==> src/rtl/gpio_debounce.sv <==
// gpio_debounce: per-channel button synchroniser, debouncer and press/release/long-press pulse generator
module gpio_debounce #(
  parameter int N        = 2,
  parameter int DB_CYC   = 120000,
  parameter int LONG_CYC = 12000000,
  parameter int CNT_W    = 24
) (
  input  logic         clk,
  input  logic         rst,
  input  logic [N-1:0] btn_i,
  output logic [N-1:0] btn_o,
  output logic [N-1:0] rise_o,
  output logic [N-1:0] fall_o,
  output logic [N-1:0] long_o
);
  localparam logic [CNT_W-1:0] DB_MAX = CNT_W'(DB_CYC - 1);
  localparam logic [CNT_W-1:0] L_MAX  = CNT_W'(LONG_CYC - 1);
  localparam logic [CNT_W-1:0] L_SAT  = CNT_W'(LONG_CYC);
  logic [N-1:0]       r_s1, r_s2;
  logic [CNT_W-1:0]   r_dcnt [N];
  logic [CNT_W-1:0]   r_lcnt [N];
  logic [N-1:0]       w_acc;
  // a channel accepts its new level once s2 has disagreed with btn_o for DB_CYC cycles
  always_comb begin
    w_acc = '0;
    for (int i = 0; i < N; i++) w_acc[i] = (r_s2[i] != btn_o[i]) && (r_dcnt[i] == DB_MAX);
  end
  // sync chain, debounce and long-press counters; a release accepted on the long-press cycle wins
  always_ff @(posedge clk) begin
    if (rst) begin
      r_s1   <= '0;
      r_s2   <= '0;
      btn_o  <= '0;
      rise_o <= '0;
      fall_o <= '0;
      long_o <= '0;
      for (int i = 0; i < N; i++) begin
        r_dcnt[i] <= '0;
        r_lcnt[i] <= '0;
      end
    end else begin
      r_s1 <= btn_i;
      r_s2 <= r_s1;
      for (int i = 0; i < N; i++) begin
        r_dcnt[i] <= (r_s2[i] == btn_o[i] || w_acc[i]) ? '0 : r_dcnt[i] + 1'b1;
        btn_o[i]  <= w_acc[i] ? r_s2[i] : btn_o[i];
        rise_o[i] <= w_acc[i] & r_s2[i];
        fall_o[i] <= w_acc[i] & ~r_s2[i];
        r_lcnt[i] <= !btn_o[i] ? '0 : (r_lcnt[i] == L_SAT ? r_lcnt[i] : r_lcnt[i] + 1'b1);
        long_o[i] <= btn_o[i] && (r_lcnt[i] == L_MAX) && !w_acc[i];
      end
    end
  end
endmodule

==> config.mk <==
export PLATFORM = sky130hd
export DESIGN_NAME = gpio_debounce
export DESIGN_NICKNAME = d
export VERILOG_FILES = /design/src/rtl/gpio_debounce.sv
export SDC_FILE = /design/constraint.sdc
export NUM_CORES = 1
export LEC_CHECK = 0
export ABC_CLOCK_PERIOD_IN_PS = 2700
export CORE_UTILIZATION = 35
export DETAILED_ROUTE_END_ITERATION = 16
export PLACE_DENSITY = 0.6
export SETUP_SLACK_MARGIN = 0.2
export SLEW_MARGIN = 40
export SYNTH_ARGS = -nofsm -noshare
export SYNTH_HDL_FRONTEND = slang
export SYNTH_SLANG_ARGS = --single-unit
==> constraint.sdc <==
create_clock -name clk -period 2.7 [get_ports clk]
set_input_delay 0.54 -clock clk [delete_from_list [all_inputs] [get_ports clk]]
set_output_delay 0.54 -clock clk [all_outputs]
set_load 0.05 [all_outputs]
==> out/metrics.cfg, run 1 <==
[logic_synthesis]
yosys.area.top_type=dfxtp_1
synth_nets=592
syn_area_sq_um=4980
synth.ff_latch_count=108
ys_warn_count=0
postSynthAreaPerCell_sq_um=8.56
netlist-cell-type-count=38
synth_top_area_share_pct=43.4
syn_inst=582
synth_area_leaders=dfxtp_1, xnor2_1, or4_1, nor2_1, nand3_1
seq_area_frac_synth_pct=43.4

[grt]
grt_overflow=0
track_usage_pct=15.3
grt_pass1_wl_um=18200
grt_max_degree=17
grt_pass1_vias=3931
antenna_found_initial=0

[die]
die-area_sq_um=14700
rows=43
initial_core_util_pct=35.9
coreArea_sq_um=13900
die_w_um=121
dieHeight_um=121
pin_count=12

[placed_design]
dp_slack_ns=0.436
port-buffer-count=11
gp_congestion=0.812
post-dp-hpwl_um=7060

[clock_network]
cts.htree.levels=3
cts_buffer_depth=2
clk_pin_slew_ns=0.07
clock-sinks=108
ctsResizeCount=0
root_buffer=clkbuf_16
cts_buffers=9
post-cts-setup-buffer-count=0
cts_tree=yes
worstSkewPairLatency_ns=0.35
cts_hold_buf=0

[detailed_routing]
wl_um=10200
drtIter0Drc=201
dr.pass1.iters=4
via_count=4166
post_drt_wl_per_cell_um=13.1
ant_nets=0
viasPerCell=5.38
drcViolationCount=0

[worst_setup_path]
slowest_delay_ns=0.69
crit_slowest_cell=or4_1
cp_max_fo=8
crit_family=simple AND/OR/NAND/NOR gates
worstPathRequired_ns=2.98
critPathKind=flop to flop
crit_buf_inv=0
cp.arrival_ns=2.56
startpoint_type=flop
crit_path_start=r_lcnt[0][25]
worstPathCellList=ha_1 -> nand3_2 -> or4_1 -> or4_1 -> a21oi_1
crit_path_frequent_cell=or4_1
r2r-start=r_lcnt[0][25]
end_kind=flop

[sta]
slew_violations=0
layout_min_cycle_time_ns=2.28
fin_crit_sh_pct=84.4
hold_viol=0
worst_slack_ns=0.422
fmax_mhz=439
tightest_slew_ns=0.656
rsz0062_at_grt=false
holdWs_ns=0.437
fin_worst_skew_ns=0.00544
finalSetupTns_ns=0
setup_violations=0
max_slew_margin_pct=55.9

[finish]
n_antenna_cell=0
syn_to_final_growth_pct=12.2
drive_above_1_share_pct=5.56
finalCoreUtilization_pct=40.3
fin_nets=599

[power]
power_w=0.00292
peakVddDrop_mv=0.265
powerDensity_nw_per_um2=523
power.leakage_nw=1.60

[run_status]
outcome=complete, no violations

[min_path]
hold_path.class=flop to flop
min-delay-start=r_s1[0]

[run]
drv_cap=0

## area by class of cell
cell class | instances | area, sq um
Clock inverter | 3 | 18.8
Fill cell | 1450 | 8290
Inverter | 19 | 71.3
Tap cell | 180 | 225
Multi-Input combinational cell | 431 | 2650
Sequential cell | 108 | 2160
Timing Repair Buffer | 20 | 178
Clock buffer | 13 | 280
## layout by cell type (no fill, tap or decap), drive strengths merged, types with 7 or more instances in the layout
cell type / instances
dfxtp: 108
nor2: 60
nand3: 39
a21oi: 36
nand2: 34
or4: 31
xnor2: 28
nand4: 27
nor3: 21
xor2: 21
o21ai: 21
inv: 19
nor4: 17
o31ai: 17
or3: 14
and4: 13
clkbuf: 13
clkdlybuf4s50: 11
buf: 9
nor2b: 8
and3: 7
o211ai: 7
## per-stage QoR
step	std cells	cell area, sq um
after floorplan	582	4980
after global placement	758	5290
after detailed placement	758	5290
after CTS	774	5590
after global routing	774	5590
final	774	5590
## cells in the mapped netlist (all sizes together)
| cell | number |
|---|---|
| xor2 | 21 |
| or3 | 14 |
| nor2b | 8 |
| a31o | 1 |
| o41ai | 1 |
| o21ai | 21 |
| a21oi | 36 |
| and4b | 1 |
| nor2 | 60 |
| nand2 | 34 |
| nor3 | 21 |
| o2111a | 1 |
| or4bb | 1 |
| inv | 19 |
| nor4 | 17 |
| or2 | 3 |
| ha | 6 |
| xnor2 | 28 |
| nor4b | 3 |
| buf | 4 |
| or2b | 1 |
| nand2b | 6 |
| or4 | 31 |
| o211ai | 7 |
| nand3 | 39 |
| mux2i | 2 |
| dfxtp | 108 |
| o31ai | 17 |
| nand4 | 27 |
| and3b | 1 |
| and4 | 13 |
| nor4bb | 3 |
| clkbuf | 20 |
| and3 | 7 |
## registers in the layout, indices dropped and copies added, names as in the netlist
signal,flops
r_dcnt,48
fall_o,2
rise_o,2
r_s1,2
r_lcnt,48
r_s2,2
btn_o,2
long_o,2
## logic make-up (layout without fill, tap and decap cells)
kind of cell | Yosys count | after routing | synth area share (%)
AO/OA/AOI/OAI | 84 | 84 | 10.1
flip-flops | 108 | 108 | 43.4
multiplexers | 2 | 2 | 0.402
AND/OR/NAND/NOR | 290 | 290 | 32.7
buffers and inverters | 43 | 55 | 3.34
XOR/XNOR | 49 | 49 | 8.61
adder cells (fa/ha/maj) | 6 | 6 | 1.51
## power breakdown
part	switching (W)	internal, W	total [W]	leakage (nW)
Clock	0.000578	0.000726	0.00130	0.152
Sequential	0.00000299	0.00160	0.00160	0.870
Combinational	0.0000111	0.0000108	0.0000219	0.575
Total	0.000592	0.00233	0.00292	1.60
## worst paths after layout
path	end	slack, ns	cells past startpoint
worst max-delay path	r_lcnt[0][46]	0.42	5
worst min-delay path	r_s2[0]	0.44	1
worst max register to register	r_lcnt[0][46]	0.42	5
worst min register to register	r_s2[0]	0.44	1
## layer usage
metal  GRT usage (%)  share of wire, %
met5               0                 0
met3            2.35               1.9
met1            19.5                49
met2            24.9                47
met4            7.33               1.8
Note: power is estimated with default switching activity, not from simulation.
==> inputs of run 2 (changes only) <==
Settings changed: ABC_CLOCK_PERIOD_IN_PS 2700 to 2200.
Clock period 2.7 ns to 2.2 ns, I/O delays scaled along.
==> out/metrics.cfg, run 2 (synthesis results as in run 1) <==
[detailed_routing]
dr.pass1.iters=4  ; unchanged
drtIter0Drc=166  ; -17%
viasPerCell=5.37  ; -0.21%
post_drt_wl_per_cell_um=13.0  ; -1.2%
ant_nets=0  ; unchanged
drcViolationCount=0  ; unchanged
via_count=4227  ; +1.5%
wl_um=10200  ; +0.45%

[worst_setup_path]
critPathKind=flop to flop
worstPathCellList=nand4_1 -> or4_4 -> or4_1 -> a21oi_1
cp_max_fo=9  ; +1
crit_family=simple AND/OR/NAND/NOR gates
slowest_delay_ns=0.54  ; -0.15 ns
worstPathRequired_ns=2.49  ; -0.49 ns
startpoint_type=flop
end_kind=flop
crit_slowest_cell=or4_4
crit_buf_inv=0  ; unchanged
cp.arrival_ns=2.22  ; -0.34 ns

[clock_network]
clock-sinks=108  ; unchanged
cts_tree=yes
root_buffer=clkbuf_16
cts_buffers=9  ; unchanged
cts.htree.levels=3  ; unchanged
clk_pin_slew_ns=0.07  ; about the same
worstSkewPairLatency_ns=0.35  ; about the same
cts_buffer_depth=2  ; unchanged

[die]
rows=43  ; unchanged
initial_core_util_pct=35.9  ; unchanged
die-area_sq_um=14700  ; unchanged
die_w_um=121  ; unchanged
coreArea_sq_um=13900  ; unchanged
dieHeight_um=121  ; unchanged
pin_count=12  ; unchanged

[min_path]
hold_path.class=flop to flop

[sta]
max_slew_margin_pct=60.0  ; +4.1 points
setup_violations=0  ; unchanged
fmax_mhz=519  ; +18%
fin_crit_sh_pct=87.5  ; +3.2 points
tightest_slew_ns=0.595  ; -0.0611 ns
finalSetupTns_ns=0  ; unchanged
fin_worst_skew_ns=0.00647  ; +0.00104 ns
rsz0062_at_grt=true
slew_violations=0  ; unchanged
layout_min_cycle_time_ns=1.93  ; -0.352 ns
hold_viol=0  ; unchanged

[finish]
drive_above_1_share_pct=9.88  ; +4.3 points
finalCoreUtilization_pct=41.4  ; +1.1 points
syn_to_final_growth_pct=15.3
layout.cells.most_common=dfxtp_1
top_regs=r_dcnt (48), r_lcnt (48)
n_antenna_cell=0  ; unchanged
fin_nets=612  ; +2.2%
final_cell_mix=dfxtp_1, nor2_1, nand3_1, a21oi_1, nand2_1

[run_status]
outcome=complete, no violations

[grt]
grt_pass1_wl_um=17600  ; -3.2%
grt_pass1_vias=3935  ; +0.10%
grt_overflow=0  ; unchanged
grt_max_degree=24  ; +7
antenna_found_initial=0  ; unchanged
track_usage_pct=14.8  ; -0.50 points

[power]
peakVddDrop_mv=0.299  ; +13%
powerDensity_nw_per_um2=630  ; +20%
power.leakage_nw=1.68  ; +5.1%

[placed_design]
gp_congestion=0.793  ; -2.4%
port-buffer-count=11  ; unchanged
post-dp-hpwl_um=7220  ; +2.2%

[run]
drv_cap=0  ; unchanged

[run 2: changes by cell type in the layout (fill, tap and decap cells not counted), sizes merged]
cell           previous run  this run
buf                       9        22
clkbuf                   13        10
clkdlybuf4s50            11         9
dlygate4sd2               0         2
bufinv                    0         1
clkinv                    3         4
inv                      19        20
[run 2: layout make-up]
| class | count | area [sq um] |
|---|---|---|
| inverter | 19 | 71.3 |
| tap | 180 | 225 |
| fill | 1416 | 8130 |
| timing repair buffer | 33 | 273 |
| clock inverter | 6 | 62.6 |
| sequential | 108 | 2170 |
| multi-input combinational | 431 | 2700 |
| clock buffer | 10 | 239 |
[run 2: final timing paths]
check                           cells after the start  slack, ns            end     startpoint
worst max register to register                      4       0.27  r_lcnt[0][47]  r_lcnt[0][27]
worst min-delay path                                1       0.44        r_s2[1]        r_s1[1]
worst min register to register                      1       0.44        r_s2[1]        r_s1[1]
worst max-delay path                                4       0.27  r_lcnt[0][47]  r_lcnt[0][27]
[run 2: routing by layer]
layer | wire length, um | GRT usage, %
met1 | 4970 | 18.7
met2 | 4810 | 24.1
met3 | 196 | 2.07
met4 | 226 | 7.79
met5 | 0 | 0
[run 2: what timing repair did]
item | CTS | global route
pin swaps | 0 | 0
gates resized for setup | 7 | 8
endpoints found under the setup margin | 6 | 22
setup buffers | 0 | 5
hold buffers | 0 | 0
[run 2: where the power goes]
| part | switching (W) | internal, W | total (W) |
|---|---|---|---|
| sequential | 0.00000303 | 0.00196 | 0.00196 |
| clock | 0.000723 | 0.000914 | 0.00164 |
| combinational | 0.0000144 | 0.0000132 | 0.0000277 |
| total | 0.000740 | 0.00288 | 0.00362 |
[run 2: metrics by stage]
| stage | instance area, sq um | worst slack [ns] | hold WS, ns | total power, W | instances |
|---|---|---|---|---|---|
| 2_1_floorplan | 5000 | 0.228 | 0.414 | 0.00202 | 582 |
| 3_3_place_gp | 5370 | 0.172 | 0.441 | 0.00203 | 766 |
| 3_5_place_dp | 5370 | 0.148 | 0.432 | 0.00203 | 766 |
| 4_1_cts | 5690 | 0.221 | 0.450 | 0.00369 | 782 |
| 5_1_grt | 5750 | 0.128 | 0.462 | 0.00376 | 787 |
| 6_report | 5750 | 0.275 | 0.442 | 0.00362 | 787 |
==> inputs of run 3 (changes only) <==
Settings changed: ABC_AREA set to 1, ABC_CLOCK_PERIOD_IN_PS 2200 to 1610, PLACE_DENSITY 0.6 to 0.62.
Clock period 2.2 ns to 1.61 ns, I/O delays scaled along.
==> out/metrics.cfg, run 3 <==
[die]
die-area_sq_um=16900  ; +15%
pin_count=12  ; unchanged
rows=46  ; +7.0%
coreArea_sq_um=15900  ; +15%
initial_core_util_pct=36.0  ; +0.059 points
die_w_um=130  ; +7.1%
dieHeight_um=130  ; +7.1%

[logic_synthesis]
synth.ff_latch_count=108  ; unchanged
seq_area_frac_synth_pct=37.7  ; -5.7 points
netlist-cell-type-count=35  ; -7.9%
synth_top_flop_cell=dfxtp_1
ys_async_sr_fraction_pct=0  ; unchanged
synth_edf_count=0  ; unchanged
syn_inst=880  ; +51%
ys_warn_count=0  ; unchanged
syn_area_sq_um=5730  ; +15%
synth_top_area_share_pct=37.7  ; -5.7 points
synth_area_leaders=dfxtp_1, nand2_1, nor2_1, inv_1, nand3_1
synth_common_cells=nand2_1, nor2_1, inv_1
synth_most_common_cell=nand2_1
postSynthAreaPerCell_sq_um=6.51  ; -24%
yosys.area.top_type=dfxtp_1
synth_nets=890  ; +50%

[run_status]
outcome=complete, no violations

[power]
power_w=0.00486  ; +34%
peakVddDrop_mv=0.518  ; +73%
power.leakage_nw=2.41  ; +44%
powerDensity_nw_per_um2=686  ; +8.9%

[grt]
grt_overflow=0  ; unchanged
track_usage_pct=15.7  ; +0.96 points
grt_pass1_wl_um=21200  ; +20%
grt_max_degree=25  ; +4.2%
grt_pass1_vias=4676  ; +19%
antenna_found_initial=0  ; unchanged

[worst_setup_path]
startpoint_type=flop
crit_slowest_cell=dfxtp_4
critPathKind=flop to flop
crit_path_frequent_cell=nor2_4
end_kind=flop
cp.arrival_ns=1.63  ; -0.59 ns
reg2reg_depth=9  ; +5
worstPathCellList=ha_4 -> nand3_4 -> nor2_4 -> inv_2 -> nor2_4 -> nand2_4 -> nand2_8 -> buf_12 -> nor3_2
slowest_delay_ns=0.36  ; -0.18 ns
worstPathRequired_ns=1.85  ; -0.64 ns
cp_max_fo=7  ; -2

[finish]
final.fill_count=1671  ; +18%
fin_nets=950  ; +55%
drive_above_1_share_pct=21.5  ; +12 points
final_area_sq_um=7080  ; +23%
syn_to_final_growth_pct=23.6
top_regs=r_dcnt (48), r_lcnt (48)
layout.cells.most_common=nand2_1
n_antenna_cell=0  ; unchanged
final_cell_mix=nand2_1, nor2_1, inv_1, dfxtp_1, buf_4

[detailed_routing]
drtIter0Drc=338  ; +100%
via_count=5381  ; +27%
ant_nets=0  ; unchanged
viasPerCell=4.63  ; -14%
wl_um=13000  ; +27%
post_drt_wl_per_cell_um=11.2  ; -14%
dr.pass1.iters=6  ; +2
drcViolationCount=0  ; unchanged

[placed_design]
gp_congestion=0.867  ; +9.4%
dp_slack_ns=0.000682  ; -0.148 ns
dpl_cell_area_sq_um=6240  ; +16%
post-dp-hpwl_um=9340  ; +29%
port-buffer-count=11  ; unchanged

[sta]
rsz0062_at_grt=true
worst_slack_ns=0.220  ; -0.0541 ns
layout_min_cycle_time_ns=1.39  ; -0.536 ns
fin_worst_skew_ns=0.00914  ; +0.00267 ns
setup_violations=0  ; unchanged
finalSetupTns_ns=0  ; unchanged
fmax_mhz=720  ; +39%
hold_viol=0  ; unchanged
max_slew_margin_pct=75.1  ; +15 points
slew_violations=0  ; unchanged
fin_crit_sh_pct=86.3  ; -1.2 points
tightest_slew_ns=0.373  ; -0.222 ns

[clock_network]
clock-sinks=108  ; unchanged
cts.htree.levels=3  ; unchanged
root_buffer=clkbuf_16
clk_pin_slew_ns=0.07  ; about the same
cts_tree=yes
worstSkewPairLatency_ns=0.36  ; about the same
cts_buffer_depth=2  ; unchanged
cts_buffers=9  ; unchanged

[run]
drv_cap=0  ; unchanged

[min_path]
holdPathStages=2  ; +1
hold_path.class=flop to flop

==> run 3: where the power goes <==
part           internal [W]  leakage, nW  switching, W
Combinational     0.0000330         1.38     0.0000347
Clock               0.00109        0.138       0.00103
Sequential          0.00267        0.888    0.00000458
Total               0.00379         2.41       0.00107
==> run 3: critical path, delay by kind of cell, from the launching register on <==
kind | cells | cell delay (ns)
buffers and inverters | 2 | 0.20
adders and majority gates | 1 | 0.15
and+or+nand+nor | 6 | 0.54
DFF | 1 | 0.36
==> run 3: final timing paths <==
kind,from,slack [ns],to
setup / recovery,r_dcnt[0][25],0.22,r_dcnt[0][33]
hold / removal,r_s1[0],0.40,r_s2[0]
setup reg to reg,r_dcnt[0][25],0.22,r_dcnt[0][33]
hold reg to reg,r_s1[0],0.40,r_s2[0]
==> run 3: logic make-up (layout without fill, tap and decap cells) <==
family	after synthesis	count (layout)	synth area share, %
compound gates	79	79	7.73
flops	108	108	37.7
buf+inv	126	191	9.04
fa+ha+maj	6	6	1.31
xor+xnor	22	22	3.36
simple gates	539	539	40.8
==> run 3: layout make-up <==
type,count,area (sq um),share of cell area [%]
Tap cell,216,270,3.82
Sequential cell,108,2210,31.2
Inverter,118,443,6.25
Timing Repair Buffer,57,538,7.60
Multi-Input combinational cell,646,3340,47.2
Clock buffer,10,239,3.37
Clock inverter,6,40.0,0.565
==> run 3: what timing repair did <==
action                     4_1_cts  5_1_grt
setup buffers                    5       16
hold buffers                     0        0
gates resized for setup         27       84
hold endpoints to repair         0        0
setup endpoints to repair       69       79
pin swaps                        5       21
gates cloned                     0        3
==> run 3: stage by stage <==
stage	hold WS [ns]	util [%]	instances
floorplan	0.388	-	880
global placement	0.394	39.1	1121
detailed placement	0.400	39.1	1121
CTS	0.408	41.6	1142
global route	0.437	44.4	1161
finish	0.404	44.4	1161
==> run 3: routing by layer <==
metal	vias up	track usage [%]	wire length, um
met5	-	0	0
met2	84	24.5	5750
met1	2394	21.0	6570
met4	0	5.40	259
li1	2881	-	-
met3	22	4.10	378
